## config.mk

```make
export PLATFORM = sky130hd
export DESIGN_NAME = iccm_bank_read_arbiter
export DESIGN_NICKNAME = d
export VERILOG_FILES = /design/src/rtl/iccm_bank_read_arbiter.sv
export SDC_FILE = /design/constraint.sdc
export NUM_CORES = 1
export LEC_CHECK = 0
export ABC_AREA = 1
export BUFFER_PORTS_ARGS = -buffer_cell sky130_fd_sc_hd__buf_2
export CAP_MARGIN = 5
export CORE_MARGIN = 3
export CORE_UTILIZATION = 40
export DETAILED_ROUTE_END_ITERATION = 10
export GPL_TIMING_DRIVEN = 0
export PLACE_DENSITY = 0.77
export REMOVE_ABC_BUFFERS = 1
export SYNTH_ARGS = -nofsm -noshare
export SYNTH_HDL_FRONTEND = slang
export SYNTH_SLANG_ARGS = --single-unit
```

## constraint.sdc

```tcl
create_clock -name clk -period 1.2 [get_ports clk]
set_clock_uncertainty 0.15 [all_clocks]
set_input_delay 0.24 -clock clk [delete_from_list [all_inputs] [get_ports clk]]
set_output_delay 0.24 -clock clk [all_outputs]
set_load 0.01 [all_outputs]
```

## src/rtl/iccm_bank_read_arbiter.sv

```systemverilog
// iccm_bank_read_arbiter: shares one ICCM bank read port between fetch and DMA, returning an address-selected slice
// Ports: clk/rst (sync, active-high); fetch_req_* and dma_req_* valid/ready/addr request channels;
// bank_rd_en/bank_addr/bank_dout bank read port (1-cycle latency); rsp_valid/rsp_ready/rsp_id/rsp_data response channel.
module iccm_bank_read_arbiter #(
  parameter int ADDR_W = 8,
  parameter int DOUT_W = 12,
  parameter int SLICE_W = 6,
  parameter int STARVE_MAX = 3
) (
  input  logic               clk,
  input  logic               rst,
  input  logic               fetch_req_valid,
  output logic               fetch_req_ready,
  input  logic [ADDR_W-1:0]  fetch_req_addr,
  input  logic               dma_req_valid,
  output logic               dma_req_ready,
  input  logic [ADDR_W-1:0]  dma_req_addr,
  output logic               bank_rd_en,
  output logic [ADDR_W-3:0]  bank_addr,
  input  logic [DOUT_W-1:0]  bank_dout,
  output logic               rsp_valid,
  output logic               rsp_id,
  output logic [SLICE_W-1:0] rsp_data,
  input  logic               rsp_ready
);
  localparam int CW = $clog2(STARVE_MAX + 1);
  localparam int OW = $clog2(DOUT_W);
  typedef enum logic [1:0] {IDLE, ISSUE, CAPTURE, RESP} state_t;
  state_t state, state_nx;
  logic [CW-1:0] starve_cnt;
  logic [1:0] iccm_rw_addr_q;
  logic [ADDR_W-3:0] row_q;
  logic id_q;
  logic [SLICE_W-1:0] data_q;
  logic dma_win, fetch_win, grant;
  logic [OW-1:0] off;
  always_comb begin
    // Grants are suppressed while rst is high so no request is accepted and then dropped.
    dma_win = state == IDLE && !rst && dma_req_valid && (!fetch_req_valid || starve_cnt == CW'(STARVE_MAX));
    fetch_win = state == IDLE && !rst && fetch_req_valid && !dma_win;
    grant = dma_win || fetch_win;
    fetch_req_ready = fetch_win;
    dma_req_ready = dma_win;
    bank_rd_en = state == ISSUE;
    bank_addr = bank_rd_en ? row_q : '0;
    rsp_valid = state == RESP;
    rsp_id = rsp_valid && id_q;
    rsp_data = rsp_valid ? data_q : '0;
    off = OW'({iccm_rw_addr_q, 1'b0});
    state_nx = state;
    case (state)
      IDLE:    state_nx = grant ? ISSUE : IDLE;
      ISSUE:   state_nx = CAPTURE;
      CAPTURE: state_nx = RESP;
      RESP:    state_nx = rsp_ready ? IDLE : RESP;
      default: state_nx = IDLE;
    endcase
  end
  always_ff @(posedge clk) begin
    if (rst) begin
      state <= IDLE;
      starve_cnt <= '0;
      iccm_rw_addr_q <= '0;
      row_q <= '0;
      id_q <= 1'b0;
      data_q <= '0;
    end else begin
      state <= state_nx;
      if (grant) begin
        iccm_rw_addr_q <= dma_win ? dma_req_addr[1:0] : fetch_req_addr[1:0];
        row_q <= dma_win ? dma_req_addr[ADDR_W-1:2] : fetch_req_addr[ADDR_W-1:2];
        id_q <= dma_win;
      end
      // Only fetch wins against a waiting DMA count toward starvation.
      if (dma_win)
        starve_cnt <= '0;
      else if (fetch_win && dma_req_valid && starve_cnt != CW'(STARVE_MAX))
        starve_cnt <= starve_cnt + CW'(1);
      if (state == CAPTURE)
        data_q <= bank_dout[off +: SLICE_W];
    end
  end
endmodule
```

==> results of run 1 <==
-- cell type report --
type	count	area, um^2	area share (%)
flip-flops and latches	19	390	23.3
inverters	49	189	11.3
repair buffers	62	354	21.1
multi-input cells	127	678	40.4
clock inverters	1	5.00	0.298
clock buffers	3	22.5	1.34
well taps	31	38.8	2.31
-- registers in the layout, indices dropped and copies added (netlist names) --
register and flops:
row_q 6, starve_cnt 2, iccm_rw_addr_q 2, state 2, id_q 1, data_q 6
-- cells by family (layout without fill, tap and decap cells) --
| logic type | after synthesis | after routing | synth area share (%) |
|---|---|---|---|
| simple gates | 93 | 93 | 33.9 |
| buf+inv | 57 | 115 | 19.7 |
| compound gates | 32 | 32 | 13.7 |
| flops | 19 | 19 | 31.0 |
| fa+ha+maj | 1 | 1 | 1.02 |
| xor+xnor | 1 | 1 | 0.714 |
-- how the worst max path moves through the flow --
stage | start | end | slack (ns) | cells past startpoint
2_1_floorplan | state[1] | iccm_rw_addr_q[0] | -0.24 | 6
3_3_place_gp | rst | iccm_rw_addr_q[0] | -0.70 | 7
3_5_place_dp | rst | iccm_rw_addr_q[1] | -0.68 | 7
4_1_cts | state[0] | fetch_req_ready | -0.50 | 5
5_1_grt | state[1] | fetch_req_ready | -0.55 | 5
6_report | state[1] | fetch_req_ready | -0.47 | 5
-- worst max-delay path, delay by kind of cell (launching register included) --
family | cells | cell delay (ns)
buf+inv | 1 | 0.13
simple gates | 4 | 0.47
flops | 1 | 0.37
-- metal layers --
| metal | global-route usage [%] | wire (um) | share of wire (%) |
|---|---|---|---|
| met5 | 0 | 0 | 0 |
| met4 | 6.36 | 38 | 1.2 |
| met3 | 2.94 | 236 | 7.6 |
| met2 | 28.9 | 1380 | 44 |
| met1 | 22.6 | 1460 | 47 |
-- where the power goes --
group | internal, uW | total, uW | switching (uW) | leakage [uW]
logic | 288 | 651 | 363 | 0.000812
registers | 715 | 771 | 55.3 | 0.000159
clock network | 125 | 345 | 220 | 0.0000177
total | 1130 | 1770 | 639 | 0.000988
-- synth_stat cells --
| cell type | n |
|---|---|
| a21oi_1 | 16 |
| buf_2 | 4 |
| buf_6 | 3 |
| clkbuf_1 | 1 |
| dfxtp_1 | 19 |
| ha_1 | 1 |
| inv_1 | 48 |
| inv_2 | 1 |
| nand2_1 | 50 |
| nand3_1 | 19 |
| nand3_4 | 1 |
| nand4_2 | 1 |
| nor2_1 | 18 |
| nor2_4 | 2 |
| o211ai_1 | 2 |
| o21a_1 | 1 |
| o21ai_0 | 13 |
| or2_2 | 2 |
| xor2_1 | 1 |
-- stage by stage --
stage | utilization (%) | setup TNS (ns) | setup slack, ns
final | 59.3 | -10.31 | -0.474
after global routing | 59.3 | -13.10 | -0.551
after CTS | 57.1 | -10.32 | -0.500
after detailed placement | 51.3 | -10.59 | -0.683
after global placement | 51.3 | -10.71 | -0.700
after floorplan | - | -3.87 | -0.237
-- what timing repair did --
item / in CTS / in global routing
endpoints found under the setup margin: 36 / 35
gates cloned: 0 / 0
buffers inserted: 12 / 1
pin swaps: 8 / 13
gates resized for setup: 27 / 17
==> metrics, run 1 <==
status=finished with violations; failing checks=negative setup slack; cell taking the most area after synthesis=dfxtp_1; initial antenna violation count=0; Post-Route WL=3110 um; syn_area_per_cell=6.04 um^2; fin crit period=1.67 ns; Total GRT Usage=between 10% and 20%; Final Hold Viols=0; slowest cell on the critical path=dfxtp_2; R2R cell count=12; routed len/inst=10.6 um; clock buffer depth=2; CTS H-tree lvls=1; share of layout cells above drive strength 1=37.2%; Post-Syn Instances=203; part of the cycle the worst path needs=139%; Initial DRT Pass Iterations=4; clock slew at reported path FFs=0.12 ns; Max VDD drop=between 500 and 600 uV; post-synth top area share=31.0%; Final Max Slew Viols=0; pin count of the biggest net entering global routing=15; post-route design area=~0.0017 mm^2; reg2reg setup slack=-0.40 ns; Slew headroom=79.4%; CP arrival=approximately 1.3 ns; Port Buffers=49; number of core rows=19; Synth Register Bits=19; slowest stage delay, CP=0.37 ns; Layout fillers=287; Worst setup EP type=output pin; register area share after synthesis=31.0%; pwr dens=1050 mW/mm^2; crit path max fanout=4; vias in the first global route=1168; clk root buf=clkbuf_4; final worst slack=-0.474 ns; drc violations=0; TritonCTS clock tree=built; measured slew at the worst slew-check pin=0.308 ns; # clock sinks=19; Max Freq=597 MHz; Clock Latency Late Sink=~0.31 ns; commonest non-fill, non-tap cell in the layout=buf_2; Post-Syn Area=0.00123 mm^2; Final GP Congestion=0.849; via count=1367; dpl cells=275; Max Cap Viol=0; area delta synth->final=36.8%; worst r2r src=starve_cnt[0]; fin cells=slightly below 300; tightest hold margin=around 0.045 ns; worst r2r dst=iccm_rw_addr_q[1]; Hold Crit Depth=2; Num CTS Buffers=3; global-route wire length before repair=4880 um; placed cell area=0.00145 mm^2; GRT Residual Overflow=0; Yosys warning count=0; Worst Hold End=id_q; die extent in y=61.4 um; Diodes inserted=0; Final Setup Violations=29; worst setup path category=reg -> out; largest cells by area after synthesis=dfxtp_1 (31%), nand2_1 (15%), inv_1 (15%), nand3_1 (7.8%), a21oi_1 (6.5%); die area=0.00377 mm^2; Worst setup SP type=flop; Worst Path Required=~0.8 ns; HP Start=rst; Cell variety after synth=19; Tot Pwr=1770 uW; Detailed Place HPWL=2080 um; Antenna Nets Post-Route=0; commonest non-fill, non-tap cells in the layout=buf_2 (49), nand2_1 (45), inv_1 (44), nor2_1 (17), nand3_1 (17); final net count=296; initial core utilization=roughly 43%; core area=0.00283 mm^2; Initial DRC Count=44; cts hold-fix bufs=0; I/O Pins=50; die width=between 60 and 70 um; critical path, cell by cell=nor2_4 > nand3_4 > nor2_4 > nor2_1 > buf_2; LEAKAGE=0.000988 uW; vias per cell=approximately 4.7; RSZ-0062 raised after global routing=true; hold crit path type=in -> reg; CP dominant cell by count=nor2_4
(Power assumes the default switching activity.)
==> run 2, diff against run 1 <==
CAP_MARGIN = not set   (was 5)
CORE_ASPECT_RATIO = 0.6   (was not set)
==> run 2 against run 1 <==
  * The flow still finishes with violations (negative setup slack)
  * Die area increased by 0.58%
  * Sequential cell count did not move
  * Final cell count is 6.5% higher
  * Clock power increased by 31%
  * Non-clock buffer count up 10
  * Worst hold slack better by 0.069 ns
  * Worst setup slack got worse by 0.084 ns
  * First-iteration DRC count rose to 3.4 times the previous value
  * Routed wire length increased by 37%
==> metrics, run 2 (synthesis gave the netlist of run 1 again) <==
Antenna Nets Post-Route=0 (unchanged); crit path buf inv count=2 (+1); reg2reg setup slack=-0.43 ns (-0.03 ns); routed len/inst=13.7 um (+29%); pin count of the biggest net entering global routing=15 (unchanged); Max Cap Viol=0 (unchanged); vias per cell=4.92 (+5.0%); initial core utilization=45.5% (+2.1 points); final worst slack=-0.558 ns (-0.0837 ns); hold crit path type=in -> reg; GRT Residual Overflow=0 (unchanged); status=finished with violations; via count=1529 (+12%); HP Start=dma_req_addr[4]; utilization after layout=72.6% (+13 points); pwr dens=1090 mW/mm^2 (+3.7%); Final Max Slew Viols=0 (unchanged); clock buffer depth=2 (unchanged); slowest cell on the critical path=dfxtp_4; clk root buf=clkbuf_8; tightest hold margin=0.114 ns (+0.0693 ns); slowest stage delay, CP=0.39 ns (+0.02 ns); global-route wire length before repair=4980 um (+2.1%); part of the cycle the worst path needs=146% (+7.0 points); Worst Path Required=0.81 ns (about the same); final net count=306 (+3.4%); share of layout cells above drive strength 1=45.0% (+7.9 points); worst r2r src=state[1]; Tot Pwr=2140 uW (+21%); Total GRT Usage=16.0% (-1.3 points); Diodes inserted=0 (unchanged); commonest non-fill, non-tap cell in the layout=nand2_1; Detailed Place HPWL=2230 um (+7.4%); Max VDD drop=450 uV (-18%); pre-CTS setup slack=-0.716 ns (-0.0330 ns); CTS H-tree lvls=1 (unchanged); LEAKAGE=0.00105 uW (+6.7%); drc violations=0 (unchanged); failing checks=negative setup slack; Final Setup Violations=36 (+24%); Worst setup EP type=output pin; Regs by FF count=data_q: 6 flops, row_q: 6 flops; Final GP Congestion=0.841 (-0.85%); P_sw=786 uW (+23%); clock slew at reported path FFs=0.07 ns (-0.05 ns); sequential share of power=36.8% (-6.8 points); crit path max fanout=4 (unchanged); internal power=1350 uW (+20%); Combinational Power Share=42.1% (+5.2 points); # clock sinks=19 (unchanged); commonest non-fill, non-tap cells in the layout=nand2_1 (46), buf_2 (45), inv_1 (43), nand3_1 (18); initial antenna violation count=0 (unchanged); measured slew at the worst slew-check pin=0.336 ns (+0.0278 ns); I/O Pins=50 (unchanged); Top delay family on crit path=simple AND/OR/NAND/NOR gates; TritonCTS clock tree=built; critical path, cell by cell=nor2_4 > buf_6 > nand3_4 > nor2_1 > buf_2; worst setup path category=reg -> out; core area=0.00270 mm^2 (-4.6%); Initial DRC Count=151 (+240%); vias in the first global route=1103 (-5.6%); CP arrival=1.37 ns (+0.09 ns); die width=77.5 um (+26%); Initial DRT Pass Iterations=4 (unchanged); multi-input logic area=790 um^2 (+16%); die extent in y=48.9 um (-20%); Max Freq=569 MHz (-4.8%); Switching Share=36.7% (+0.59 points); die area=0.00379 mm^2 (+0.58%); Clock Latency Late Sink=0.26 ns (-0.05 ns); Final Hold Viols=0 (unchanged); fin crit period=1.76 ns (+0.0837 ns); Layout fillers=218 (-24%); Port Buffers=49 (unchanged); Reg area=398 um^2 (+1.9%); Post-Route WL=4260 um (+37%); Critical Path Source=state[1]; area delta synth->final=59.7%; Clock power frac=21.2% (+1.7 points); Num CTS Buffers=3 (unchanged); Worst setup SP type=flop; Slew headroom=77.6% (-1.8 points); RSZ-0062 raised after global routing=true; number of core rows=14 (-5)
[run 2: changes by cell type in the layout (fill, tap and decap cells not counted), moves of 6 or more]
| cell | before | now |
|---|---|---|
| nor2_1 | 17 | 8 |
| nor2_2 | 1 | 7 |
| buf_6 | 3 | 13 |
| a21oi_2 | 1 | 8 |
| a21oi_1 | 15 | 7 |
[run 2: what timing repair did]
item / in CTS / in global routing
setup endpoints to repair: 36 / 36
resized for setup: 12 / 76
setup buffers: 8 / 16
hold buffers: 0 / 0
pin swaps: 5 / 12
cloned: 0 / 0
[run 2: layer usage]
| layer | GRT usage (%) | routed length (um) |
|---|---|---|
| met2 | 23.5 | 1970 |
| met3 | 3.51 | 349 |
| met1 | 24.0 | 1880 |
| met5 | 0 | 0 |
| met4 | 2.66 | 59 |
[run 2: worst min-delay path, cell delays in order]
cell	delay, ns
buf_2	0.07
nand2_1	0.04
nand3_1	0.06
nand2_1	0.04
inv_1	0.04
[run 2: cell type report]
| cell class | count | share of cell area, % |
|---|---|---|
| multi-input combinational | 127 | 40.3 |
| timing repair buffer | 72 | 24.7 |
| sequential | 19 | 20.3 |
| inverter | 49 | 9.78 |
| tap | 40 | 2.56 |
| clock buffer | 4 | 2.30 |
[run 2: final timing paths]
path,end,depth (start not counted)
worst min-delay path,row_q[2],5
worst min register to register,id_q,2
worst max-delay path,fetch_req_ready,5
worst max register to register,row_q[5],8
[run 2: power groups by stage]
stage               clock [uW]  combinational [uW]  sequential (uW)
floorplan                    0                 359              767
global placement             0                 502              776
detailed placement           0                 507              779
CTS                        445                 582              759
global route               479                 974              794
finish                     452                 900              786
[run 2: per-stage QoR]
| stage | instance area [um^2] | instances | TNS, ns |
|---|---|---|---|
| after CTS | 1600 | 296 | -10.14 |
| after global routing | 1960 | 311 | -13.50 |
| after detailed placement | 1460 | 284 | -11.46 |
| final | 1960 | 311 | -12.06 |
| after global placement | 1460 | 284 | -11.57 |
| after floorplan | 1170 | 195 | -3.87 |
